[src/rtl/escalonador_demux4way16_pkg.sv]
`default_nettype none
// +--------------------------------------------------------------------------+
// | Module : escalonador_demux4way16_pkg                                      |
// | Brief  : Shared widths, output-state encoding and FIFO entry layout.     |
// | Rev    : 1.0 - initial release                                           |
// +--------------------------------------------------------------------------+
package escalonador_demux4way16_pkg;

    localparam int c_NUM_CANAIS = 4;
    localparam int c_DATA_W     = 16;
    localparam int c_DEST_W     = 2;

    typedef enum logic [0:0] {
        VAZIO     = 1'b0,
        APRESENTA = 1'b1
    } estado_t;

    typedef struct packed {
        logic [c_DEST_W-1:0] dest;
        logic [c_DATA_W-1:0] data;
    } entrada_t;

endpackage
`default_nettype wire

[src/rtl/escalonador_demux4way16_fila.sv]
`default_nettype none
// +--------------------------------------------------------------------------+
// | Module : fila_demux                                                      |
// | Brief  : Synchronous FIFO with push/pop, flush, full/empty and count.    |
// | Rev    : 1.0 - initial release                                           |
// +--------------------------------------------------------------------------+
module fila_demux #(
    parameter int DEPTH = 4,
    parameter int WIDTH = 18
) (
    input  logic                     clk,
    input  logic                     reset,
    input  logic                     flush,
    input  logic                     push,
    input  logic                     pop,
    input  logic [WIDTH-1:0]         wr_data,
    output logic [WIDTH-1:0]         rd_data,
    output logic                     full,
    output logic                     empty,
    output logic [$clog2(DEPTH):0]   count
);

    localparam int            c_AW   = $clog2(DEPTH);
    localparam logic [c_AW:0] c_FULL = (c_AW+1)'(DEPTH);

    logic [WIDTH-1:0] r_mem [DEPTH];
    logic [c_AW-1:0]  r_wr_ptr;
    logic [c_AW-1:0]  r_rd_ptr;
    logic [c_AW:0]    r_count;
    logic             w_push;
    logic             w_pop;

    assign full    = (r_count == c_FULL);
    assign empty   = (r_count == '0);
    assign count   = r_count;
    assign rd_data = r_mem[r_rd_ptr];
    assign w_push  = push && !full;
    assign w_pop   = pop && !empty;

    // DEPTH is a power of two, so the pointers wrap on their own overflow.
    always_ff @(posedge clk or posedge reset) begin
        if (reset) begin
            r_wr_ptr <= '0;
            r_rd_ptr <= '0;
            r_count  <= '0;
        end else if (flush) begin
            r_wr_ptr <= '0;
            r_rd_ptr <= '0;
            r_count  <= '0;
        end else begin
            if (w_push) r_wr_ptr <= r_wr_ptr + 1'b1;
            if (w_pop)  r_rd_ptr <= r_rd_ptr + 1'b1;
            if (w_push && !w_pop)      r_count <= r_count + 1'b1;
            else if (!w_push && w_pop) r_count <= r_count - 1'b1;
        end
    end

    always_ff @(posedge clk) begin
        if (w_push) r_mem[r_wr_ptr] <= wr_data;
    end

endmodule
`default_nettype wire

[src/rtl/escalonador_demux4way16.sv]
`default_nettype none
// +--------------------------------------------------------------------------+
// | Module : escalonador_demux4way16                                         |
// | Brief  : Buffered 4-way router with one-hot output stage and counters.   |
// | Rev    : 1.0 - initial release                                           |
// +--------------------------------------------------------------------------+
module escalonador_demux4way16
    import escalonador_demux4way16_pkg::*;
#(
    parameter int DEPTH = 4,
    parameter int CNT_W = 8
) (
    input  logic             clk,
    input  logic             reset,
    input  logic             in_valid,
    output logic             in_ready,
    input  logic [15:0]      in_data,
    input  logic [1:0]       in_dest,
    input  logic             flush,
    input  logic             clr_cnt,
    output logic [3:0]       out_valid,
    input  logic [3:0]       out_ready,
    output logic [15:0]      canal0,
    output logic [15:0]      canal1,
    output logic [15:0]      canal2,
    output logic [15:0]      canal3,
    output logic             ocupado,
    output logic [CNT_W-1:0] cnt0,
    output logic [CNT_W-1:0] cnt1,
    output logic [CNT_W-1:0] cnt2,
    output logic [CNT_W-1:0] cnt3
);

    localparam int c_CW = $clog2(DEPTH) + 1;

    entrada_t                w_entrada;
    entrada_t                w_cabeca;
    logic                    w_full;
    logic                    w_empty;
    logic [c_CW-1:0]         w_fifo_count;
    logic [c_CW-1:0]         w_count_prox;
    logic                    w_push;
    logic                    w_pop;
    logic                    w_transfer;
    estado_t                 r_estado;
    estado_t                 w_estado_prox;
    entrada_t                r_saida;
    entrada_t                w_saida_prox;
    logic [c_NUM_CANAIS-1:0] r_out_valid;
    logic [c_NUM_CANAIS-1:0] w_out_valid_prox;
    logic                    r_ocupado;
    logic                    w_ocupado_prox;

    assign w_entrada.dest = in_dest;
    assign w_entrada.data = in_data;

    // No pass-through: a full FIFO refuses input even while it is popping.
    assign in_ready   = !reset && !w_full && !flush;
    assign w_push     = in_valid && in_ready;
    assign w_transfer = |(r_out_valid & out_ready);
    assign w_pop      = !flush && !w_empty && ((r_estado == VAZIO) || w_transfer);

    fila_demux #(
        .DEPTH (DEPTH),
        .WIDTH ($bits(entrada_t))
    ) u_fila (
        .clk     (clk),
        .reset   (reset),
        .flush   (flush),
        .push    (w_push),
        .pop     (w_pop),
        .wr_data (w_entrada),
        .rd_data (w_cabeca),
        .full    (w_full),
        .empty   (w_empty),
        .count   (w_fifo_count)
    );

    always_comb begin
        w_count_prox = w_fifo_count;
        if (flush)                 w_count_prox = '0;
        else if (w_push && !w_pop) w_count_prox = w_fifo_count + 1'b1;
        else if (!w_push && w_pop) w_count_prox = w_fifo_count - 1'b1;
    end

    // Next output-stage state; out_valid and ocupado are precomputed so they leave registers.
    always_comb begin
        w_estado_prox    = r_estado;
        w_saida_prox     = r_saida;
        w_out_valid_prox = '0;
        if (flush) begin
            w_estado_prox = VAZIO;
        end else if (w_pop) begin
            w_estado_prox = APRESENTA;
            w_saida_prox  = w_cabeca;
        end else if (w_transfer) begin
            w_estado_prox = VAZIO;
        end
        if (w_estado_prox == APRESENTA) w_out_valid_prox[w_saida_prox.dest] = 1'b1;
        w_ocupado_prox = (w_count_prox != '0) || (w_estado_prox == APRESENTA);
    end

    always_ff @(posedge clk or posedge reset) begin
        if (reset) begin
            r_estado    <= VAZIO;
            r_saida     <= '0;
            r_out_valid <= '0;
            r_ocupado   <= 1'b0;
        end else begin
            r_estado    <= w_estado_prox;
            r_saida     <= w_saida_prox;
            r_out_valid <= w_out_valid_prox;
            r_ocupado   <= w_ocupado_prox;
        end
    end

    for (genvar d = 0; d < c_NUM_CANAIS; d++) begin : g_canal
        logic [CNT_W-1:0]    r_cnt;
        logic [c_DATA_W-1:0] w_canal;

        assign w_canal = r_out_valid[d] ? r_saida.data : '0;

        // Clear wins over a same-cycle increment; the count saturates at all-ones.
        always_ff @(posedge clk or posedge reset) begin
            if (reset)                                        r_cnt <= '0;
            else if (clr_cnt)                                 r_cnt <= '0;
            else if (r_out_valid[d] && out_ready[d] && (r_cnt != '1)) r_cnt <= r_cnt + 1'b1;
        end
    end

    assign out_valid = r_out_valid;
    assign ocupado   = r_ocupado;
    assign canal0    = g_canal[0].w_canal;
    assign canal1    = g_canal[1].w_canal;
    assign canal2    = g_canal[2].w_canal;
    assign canal3    = g_canal[3].w_canal;
    assign cnt0      = g_canal[0].r_cnt;
    assign cnt1      = g_canal[1].r_cnt;
    assign cnt2      = g_canal[2].r_cnt;
    assign cnt3      = g_canal[3].r_cnt;

endmodule
`default_nettype wire

[config.mk]
export PLATFORM = sky130hd
export DESIGN_NAME = escalonador_demux4way16
export DESIGN_NICKNAME = d
export VERILOG_FILES = /design/src/rtl/escalonador_demux4way16_pkg.sv /design/src/rtl/escalonador_demux4way16_fila.sv /design/src/rtl/escalonador_demux4way16.sv
export SDC_FILE = /design/constraint.sdc
export NUM_CORES = 1
export LEC_CHECK = 0
export BUFFER_PORTS_ARGS = -buffer_cell sky130_fd_sc_hd__buf_2
export CAP_MARGIN = 20
export CORE_ASPECT_RATIO = 1.25
export CORE_UTILIZATION = 46
export DETAILED_ROUTE_END_ITERATION = 10
export GPL_TIMING_DRIVEN = 1
export PLACE_DENSITY = 0.72
export SLEW_MARGIN = 20
export SYNTH_ARGS = -nofsm -noshare
export SYNTH_HDL_FRONTEND = slang
export SYNTH_HIERARCHICAL = 1
export SYNTH_SLANG_ARGS = --single-unit
[constraint.sdc]
create_clock -name clk -period 6.8 [get_ports clk]
set_input_delay 0.34 -clock clk [delete_from_list [all_inputs] [get_ports clk]]
set_output_delay 0.34 -clock clk [all_outputs]
set_load 0.005 [all_outputs]
==> results.toml, run 1 <==
[route]
first_iter_violations = 255
drc = 0
wl_mm = 13.5
wire_per_inst_um = 17.1
ant_nets = 0
dr.pass1.iters = 4
vias = 4320
detail_route.vias_per_cell = 5.48

[power_and_ir_drop]
seq_power_share = 0.487
power.leakage_nw = 3.29
power.net_switching_mw = 0.570
vdd_drop_max_v = 0.000184
combPwrFrac = 0.119
totalPowerFinal_mw = 2.11
clock_power_share = 0.394
powerDensity_mw_per_mm2 = 276
swShare = 0.270
p_int_mw = 1.54

[placement]
post_dp_cell_area_mm2 = 0.00710
dp_cells = 756
portBuffers = 128
dp_hpwl_mm = 9.31
place_worst_setup_slack_ps = 3480
gp_congestion = 0.855

[critical_path]
crit_cells = 5
critPathLaunchType = "register"
r2r_cells = 5
max_stage_delay_ps = 880
crit_fanout = 18
cp_top_family = "simple AND/OR/NAND/NOR gates"
crit_buf_inv = 1
crit_path_cell_trace = "or3b_1, inv_2, or3b_2, nor2_1, and3_1"
worstPathArrival_ps = 3400
endpoint_kind = "register"
cp_slowest_cell = "and3_1"
crit_type = "reg -> reg"
worstPathRequired_ps = 6830

[cts]
cts_num_sinks = 135
cts_buffers = 17
insertion_delay_ps = 410
cts_setup_buffers = 0
cts_hold_buf = 1
cts_tree = "yes"
cts_root_buf = "clkbuf_16"
htreeDepth = 4
cts.clk_slew.worst_paths_ps = 60
clockBufferDepth = 2
post_cts_resized = 0

[hold_path]
min_path_cells = 1
hp-class = "in -> reg"

[yosys]
synth_seq_cells = 135
synth_edf_count = 72
ys_types = 54
netlist_area_mm2 = 0.00636
synth_top_family_by_area = "simple AND/OR/NAND/NOR gates"
syn-instance-count = 476
synth_top_area_cell = "edfxtp_1"
yosys_warnings = 6
async_flop_share = 0.467
synth_top_flop_cell = "edfxtp_1"
synth_nets = 514
netlist.area_leader.share = 0.340
ys_seq_area_frac = 0.588
muxShareOfSynthArea = 0.109
synth_compound_area_frac = 0.0687
avgSynthCellArea_um2 = 13.4
ys_top_cells_by_area = "edfxtp_1 34%, dfrtp_1 25%, mux4_2 6.4%, and2_1 5.7%, mux2_2 3.2%"
synth_fa_ha_area_frac = 0.0228
synth_xor_area_frac = 0.0275
yosys.area_share.simple = 0.152

[global_routing]
grt_util_met3 = 0.0450
use_met2 = 0.331
grt_pass1_wl_mm = 21.4
busiest_layer = "met2"
antenna_found_initial = 0
grt_start_max_net_pins = 57
grt_pass1_vias = 4177
grt_overflow_total = 0
track_usage = 0.197
met1_usage = 0.245

[sta]
fmax_mhz = 296
setup_viol = 0
slew_viol_final = 0
worstMarginPinSlew_ps = 922
setup-tns-final_ps = 0
final.setup_skew_ps = 7.24
period_share = 0.496
hold_viol = 0
final.min_clock_period_ps = 3370
hold_slack_ps = 143
slew_headroom = 0.386
rsz0062_at_grt = "false"
fin_ws_ps = 3430

[die]
core-area_mm2 = 0.0133
die_area_mm2 = 0.0143
die_h_um = 133
fp-row-count = 47
chipWidth_um = 107
initial_core_util = 0.476
ios = 129

[finish]
syn_to_final_growth_pct = 20.3
num_antenna_cells = 0
utilization = 0.573
nFillCells = 1062
stdcell_area_mm2 = 0.00765
drive_gt1_frac = 0.344
layout.cells.non_filler = 788
nets = 643

[run]
cap_violations = 0

[status]
status = "completed"
[path summary, 6_finish.rpt]
check / slack (ps) / start / endpoint
setup / recovery: 3430 / u_fila/count[0]$_DFFE_PP0P_ / u_fila/r_mem[0][2]$_DFFE_PP_
hold / removal: 140 / in_data[12] / u_fila/r_mem[3][12]$_DFFE_PP_
setup reg to reg: 3430 / u_fila/count[0]$_DFFE_PP0P_ / u_fila/r_mem[0][2]$_DFFE_PP_
hold reg to reg: 560 / r_saida[0]$_DFFE_PP0P_ / r_saida[0]$_DFFE_PP0P_
max in group asynchronous: 5610 / reset / r_saida[0]$_DFFE_PP0P_
min in group asynchronous: 460 / reset / u_fila/count[0]$_DFFE_PP0P_
[logic make-up after synthesis]
family / Yosys count
AO/OA/AOI/OAI: 60
XOR/XNOR: 20
adder cells (fa/ha/maj): 11
buffers and inverters: 40
flip-flops: 135
multiplexers: 44
AND/OR/NAND/NOR: 166
[power by group through the flow]
stage	clock, mW	combinational [mW]	sequential, mW
CTS	0.846	0.254	1.03
detailed placement	0	0.250	1.04
global placement	0	0.245	1.03
floorplan	0	0.190	0.997
finish	0.831	0.252	1.03
global route	0.886	0.278	1.04
[cells in the mapped netlist, drive strengths merged, types with 8 or more instances]
| cell type | instances |
|---|---|
| mux2 | 19 |
| ha | 10 |
| xnor2 | 11 |
| and2 | 64 |
| edfxtp | 72 |
| and3 | 8 |
| mux4 | 18 |
| nand2 | 13 |
| buf | 14 |
| clkbuf | 8 |
| nor2 | 31 |
| xor2 | 9 |
| dfrtp | 63 |
| inv | 18 |
| a21oi | 16 |
| nand3 | 12 |
| o31ai | 8 |
[worst reg2reg max path, delay by kind of cell (launching register included)]
kind	cells	cell delay (ps)
flip-flops	1	600
AND/OR/NAND/NOR	4	2290
buffers and inverters	1	100
[final cells by class]
cell class / count / area [um2] / area share
Inverter: 18 / 67.6 / 0.00883
Clock inverter: 14 / 115 / 0.0150
Tap cell: 171 / 214 / 0.0280
Multi-Input combinational cell: 301 / 2420 / 0.316
Clock buffer: 17 / 425 / 0.0556
Sequential cell: 135 / 3740 / 0.489
Timing Repair Buffer: 132 / 673 / 0.0880
[registers in the layout (all words and copies together), names as in the netlist, 3 cells and up]
| name | cells |
|---|---|
| out_valid | 4 |
| cnt2 | 8 |
| cnt3 | 8 |
| u_fila/count | 3 |
| u_fila/r_mem | 72 |
| r_saida | 18 |
| cnt0 | 8 |
| cnt1 | 8 |
[per-layer routing]
| metal | part of all wire | routed length (um) | vias up |
|---|---|---|---|
| met4 | 0.021 | 278 | 0 |
| met2 | 0.50 | 6810 | 149 |
| met1 | 0.42 | 5720 | 2135 |
| met5 | 0 | 0 | - |
| li1 | - | - | 2016 |
| met3 | 0.051 | 684 | 20 |
[placed cells by master, fill, tap and decap left out, types with 4 or more instances in the layout]
cell type	count
or3_1	6
nor2_1	31
and2_2	6
a21oi_1	16
clkinvlp_4	4
and2_1	58
a311oi_1	4
buf_2	128
mux4_2	18
nand3b_1	5
o211ai_1	4
o31ai_1	8
nand3_1	12
mux2_2	18
nand2_1	13
nor4b_1	4
and3_1	8
xnor2_1	11
inv_6	6
o21ai_0	5
xor2_1	9
mux2i_1	7
inv_1	16
ha_1	10
dfrtp_1	63
edfxtp_1	72
clkbuf_16	17
or4_1	5
and4_1	5
Power figures use the tool's default switching activity.
==> run 2: changes to the inputs <==
PLACE_DENSITY = 0.74   (was 0.72)
clock period = 2.78 ns   (was 6.8 ns; I/O delays follow)
==> run 2 against run 1 <==
  * Sequential power grew 140%
  * Via count is 4.2% higher
  * Setup slack worse by 3200 ps
  * Critical endpoint is now u_fila/count[2]$_DFFE_PP0P_
  * Largest cell class unchanged
  * Largest power group unchanged
==> results.toml, run 2 (same netlist as run 1, synthesis figures left out) <==
[die]
core-area_mm2 = 0.0133
initial_core_util = 0.476
die_area_mm2 = 0.0143
fp-row-count = 47
chipWidth_um = 107
ios = 129
die_h_um = 133

[route]
dr.pass1.iters = 4
ant_nets = 0
drc = 0
wire_per_inst_um = 17.1
vias = 4501
detail_route.vias_per_cell = 5.48
wl_mm = 14.1
first_iter_violations = 265

[run]
cap_violations = 0

[critical_path]
endpoint_kind = "register"
crit_path_cell_trace = "or3b_1, inv_2, or3b_2, nor2_1, and3_1, fa_2, and4bb_2, a311oi_1, o311a_1"
r2r_slack_ps = 230
crit_fanout = 8
worstPathRequired_ps = 3140
worstPathArrival_ps = 2910
critPathLaunchType = "register"
r2r_cells = 9
reg2reg_from = "u_fila/count[1]$_DFFE_PP0P_"
crit_type = "reg -> reg"
max_stage_delay_ps = 510
cp_slowest_cell = "or3b_1"
reg2reg_to = "u_fila/count[2]$_DFFE_PP0P_"

[finish]
drive_gt1_frac = 0.353
nets = 676
nFillCells = 1058
largest_register_ffs = 72
multi_input_area_mm2 = 0.00242
final_cell_mix = "128 x buf_2, 72 x edfxtp_1, 63 x dfrtp_1, 58 x and2_1, 31 x nor2_1"
syn_to_final_growth_pct = 25.7
reg_top3 = "u_fila/r_mem: 72 flops, r_saida: 18 flops"
seqCellArea_mm2 = 0.00374
layout_commonest_cell = "buf_2"
largest_register = "u_fila/r_mem"
stdcell_area_mm2 = 0.00799
num_antenna_cells = 0
utilization = 0.599

[cts]
cts_root_buf = "clkbuf_16"
cts_num_sinks = 135
insertion_delay_ps = 420
cts_tree = "yes"
post_cts_resized = 0
cts_buffers = 17
cts.clk_slew.worst_paths_ps = 60
htreeDepth = 4
clockBufferDepth = 2

[sta]
fmax_mhz = 392
setup_viol = 0
setup-tns-final_ps = 0
slew_viol_final = 0
final.setup_skew_ps = 8.47
rsz0062_at_grt = "false"
period_share = 0.918
worstMarginPinSlew_ps = 599
hold_viol = 0
slew_headroom = 0.591
final.min_clock_period_ps = 2550
hold_slack_ps = 110

[power_and_ir_drop]
powerDensity_mw_per_mm2 = 674
power.leakage_nw = 3.47
totalPowerFinal_mw = 5.39
vdd_drop_max_v = 0.000375

[hold_path]
holdPathEnd = "u_fila/r_rd_ptr[0]$_DFFE_PP0P_"
min_path_cells = 2
min_from = "flush"
hp-class = "in -> reg"

[placement]
portBuffers = 128
gp_congestion = 0.862
dp_hpwl_mm = 9.66
post_dp_cell_area_mm2 = 0.00722

[global_routing]
track_usage = 0.210
grt_start_max_net_pins = 38
grt_overflow_total = 0
grt_pass1_wl_mm = 22.5
grt_pass1_vias = 4396
antenna_found_initial = 0

[status]
status = "completed"
-- run 2: cell types whose count changed in the layout (fill, tap and decap cells not counted) --
cell	before	now
clkinv_4	2	0
inv_6	6	8
nand2_1	13	12
bufinv_16	0	1
dlygate4sd3_1	1	19
buf_4	3	18
fa_1	1	0
clkinv_8	0	1
clkinvlp_4	4	2
fa_2	0	1
nand2_2	0	1
inv_8	1	2
-- run 2: timing repair --
item | CTS | global route
hold buffers | 19 | 0
hold endpoints to repair | 101 | 0
buffers inserted | 0 | 0
-- run 2: report_power, final --
group          total (mW)  internal (mW)  switching (mW)  leakage [nW]
clock network        2.20           1.27           0.927         0.281
logic               0.704          0.365           0.338          1.70
registers            2.49           2.29           0.199          1.49
-- run 2: worst max path at each step --
stage / end / depth (start not counted) / slack (ps) / start
2_1_floorplan: u_fila/count[2]$_DFFE_PP0P_ / 11 / 40 / u_fila/count[0]$_DFFE_PP0P_
3_5_place_dp: u_fila/count[2]$_DFFE_PP0P_ / 9 / 260 / u_fila/count[1]$_DFFE_PP0P_
6_report: u_fila/count[2]$_DFFE_PP0P_ / 9 / 230 / u_fila/count[1]$_DFFE_PP0P_
4_1_cts: u_fila/count[2]$_DFFE_PP0P_ / 9 / 230 / u_fila/count[1]$_DFFE_PP0P_
3_3_place_gp: u_fila/count[2]$_DFFE_PP0P_ / 9 / 300 / u_fila/count[1]$_DFFE_PP0P_
5_1_grt: u_fila/count[2]$_DFFE_PP0P_ / 9 / 60 / u_fila/count[1]$_DFFE_PP0P_
-- run 2: worst max-delay path, delay by kind of cell, from the launching register on --
kind | cells | cell delay, ps
AOI/OAI and AO/OA | 2 | 450
adders and majority gates | 1 | 370
buffers and inverters | 1 | 140
DFF | 1 | 380
and+or+nand+nor | 5 | 1150
-- run 2: final cells by class --
cell class                      count  area share
Sequential cell                   135       0.468
Clock inverter                     15      0.0197
Tap cell                          171      0.0268
Multi-Input combinational cell    301       0.303
Inverter                           18     0.00845
Timing Repair Buffer              165       0.121
Clock buffer                       17      0.0532
-- run 2: stage by stage --
stage,worst slack (ps),instances
floorplan,38.0,476
global placement,305,771
detailed placement,263,771
CTS,232,822
global route,60.1,822
finish,227,822
-- run 2: metal layers --
metal | global-route usage | up-vias | routed length (um)
li1 | - | 2086 | -
met1 | 0.261 | 2258 | 5740
met2 | 0.347 | 139 | 7280
met3 | 0.0523 | 18 | 747
met4 | 0.0883 | 0 | 306
met5 | 0 | - | 0
==> run 3: changes to the inputs <==
ABC_CLOCK_PERIOD_IN_PS = 2780   (was unset)
CTS_CLUSTER_DIAMETER = 30   (was unset)
PLACE_DENSITY = 0.75   (was 0.74)
SYNTH_HIERARCHICAL = unset   (was 1)
==> run 3 against run 2 <==
  * Non-clock buffer count is 4 lower
  * Clock power is essentially flat
  * Synthesized cell count fell by 8.4%
  * Area after synthesis down 6.1%
  * Combinational power up 110%
  * Setup slack improved by 130 ps
  * Maximum frequency is 5.2% higher
  * Critical path depth is 2 lower
  * Final cell count fell by 4.9%
  * Sequential cell count did not move
  * Routed wire length decreased by 8.9%
  * Power is 16% higher
  * Critical path type unchanged
  * Highest routed layer unchanged
==> results.toml, run 3 <==
[route]
drc = 0
ant_nets = 0
first_iter_violations = 195
vias = 4079
detail_route.vias_per_cell = 5.22
wire_per_inst_um = 16.4
wl_mm = 12.8
dr.pass1.iters = 5

[cts]
post_cts_resized = 0
cts_num_sinks = 135
cts_tree = "yes"
cts.clk_slew.worst_paths_ps = 50
htreeDepth = 4
cts_setup_buffers = 0
insertion_delay_ps = 410
clockBufferDepth = 2
cts_buffers = 17
cts_root_buf = "clkbuf_16"
cts_hold_buf = 19

[global_routing]
track_usage = 0.203
grt_overflow_total = 0
antenna_found_initial = 0
grt_pass1_wl_mm = 20.7
grt_pass1_vias = 4005
grt_start_max_net_pins = 40

[finish]
largest_register_ffs = 72
nFillCells = 995
final_cell_mix = "128 x buf_2, 72 x edfxtp_1, 65 x and2_1, 63 x dfrtp_1, 39 x nor2_1"
layout.cells.non_filler = 782
syn_to_final_growth_pct = 28.1
largest_register = "u_fila.r_mem"
num_antenna_cells = 0
layout_commonest_cell = "buf_2"
nets = 640
reg_top3 = "u_fila.r_mem: 72 flops, r_saida: 18 flops"
drive_gt1_frac = 0.339
stdcell_area_mm2 = 0.00764

[die]
ios = 129
die_area_mm2 = 0.0134
die_h_um = 129
chipWidth_um = 104
core-area_mm2 = 0.0127
initial_core_util = 0.471
fp-row-count = 46

[yosys]
yosys_warnings = 0
ys_types = 40
ys_seq_area_frac = 0.626
netlist.area_leader.share = 0.362
yosysMostFrequentCell = "edfxtp_1"
avgSynthCellArea_um2 = 13.7
synth_edf_count = 72
async_flop_share = 0.467
netlist_area_mm2 = 0.00597
synth_seq_cells = 135
synth_nets = 474
ys_top_cells_by_area = "edfxtp_1 36%, dfrtp_1 26%, and2_1 6.8%, mux4_2 6.8%, mux2_2 3.2%"
synth_top_area_cell = "edfxtp_1"
syn-instance-count = 436
synth_top_flop_cell = "edfxtp_1"
ys_top_cells_by_count = "72 x edfxtp_1, 65 x and2_1, 63 x dfrtp_1, 39 x nor2_1, 19 x nand2_1"

[hold_path]
min_path_cells = 2
hp-class = "in -> reg"

[critical_path]
endpoint_kind = "register"
r2r_cells = 7
worstPathArrival_ps = 2700
crit_type = "reg -> reg"
worstPathRequired_ps = 3050
critPathLaunchType = "register"
crit_fanout = 7

[sta]
final.setup_skew_ps = 17.9
fmax_mhz = 412
slew_headroom = 0.483
hold_viol = 0
final.min_clock_period_ps = 2430
rsz0062_at_grt = "false"
setup-tns-final_ps = 0
period_share = 0.873
slew_viol_final = 0
hold_slack_ps = 118
setup_viol = 0
worstMarginPinSlew_ps = 775

[placement]
dp_hpwl_mm = 8.86
portBuffers = 128
gp_congestion = 0.833
dp_cells = 732
post_dp_cell_area_mm2 = 0.00687

[run]
cap_violations = 0

[status]
status = "completed"

[power_and_ir_drop]
powerDensity_mw_per_mm2 = 818
power.leakage_nw = 3.38
vdd_drop_max_v = 0.000463
-- run 3: cell type report --
class,count,area (um2),area share
multi-input cells,277,2140,0.280
clock inverters,14,160,0.0209
flip-flops and latches,135,3740,0.489
well taps,168,210,0.0275
clock buffers,17,425,0.0556
repair buffers,161,936,0.122
inverters,10,37.5,0.00491
-- run 3: per-stage QoR --
stage                      util  total power, mW  setup WS, ps
after floorplan               -             3.51           693
after global placement    0.542             4.00           640
after detailed placement  0.542             4.08           426
after CTS                 0.604             6.31           414
after global routing      0.604             6.56           135
final                     0.604             6.25           352
-- run 3: critical path, stage by stage, from the launching register on --
cell	delay, ps
dfrtp_1	390
inv_1	100
ha_1	230
a211oi_1	530
nand2_1	310
maj3_1	410
a22oi_1	210
a31oi_1	120
-- run 3: report_power, final --
group / internal [mW] / switching [mW] / leakage (nW)
clock: 1.39 / 0.792 / 0.287
combinational: 0.743 / 0.734 / 1.61
sequential: 2.35 / 0.239 / 1.48
-- run 3: final timing paths --
check / from / end / slack [ps]
max in group asynchronous: reset / r_saida[9]$_DFFE_PP0P_ / 1640
min reg2reg: r_saida[17]$_DFF_PP0_ / r_saida[17]$_DFF_PP0_ / 570
max: u_fila.count[0]$_DFFE_PP0P_ / ocupado$_DFF_PP0_ / 350
min in group asynchronous: reset / u_fila.r_wr_ptr[0]$_DFFE_PP0P_ / 440
max reg2reg: u_fila.count[0]$_DFFE_PP0P_ / ocupado$_DFF_PP0_ / 350
min: flush / u_fila.r_rd_ptr[0]$_DFFE_PP0P_ / 120
-- run 3: layer usage --
layer / track usage / wire length, um
met5: 0 / 0
met4: 0.0924 / 333
met3: 0.0594 / 624
met2: 0.345 / 6640
met1: 0.240 / 5230
-- run 3: kinds of logic after synthesis --
group / Yosys count / synth area share
adder cells (fa/ha/maj): 12 / 0.0247
multiplexers: 40 / 0.108
AO/OA/AOI/OAI: 27 / 0.0296
buffers and inverters: 24 / 0.0170
XOR/XNOR: 29 / 0.0425
AND/OR/NAND/NOR: 169 / 0.152
flip-flops: 135 / 0.626
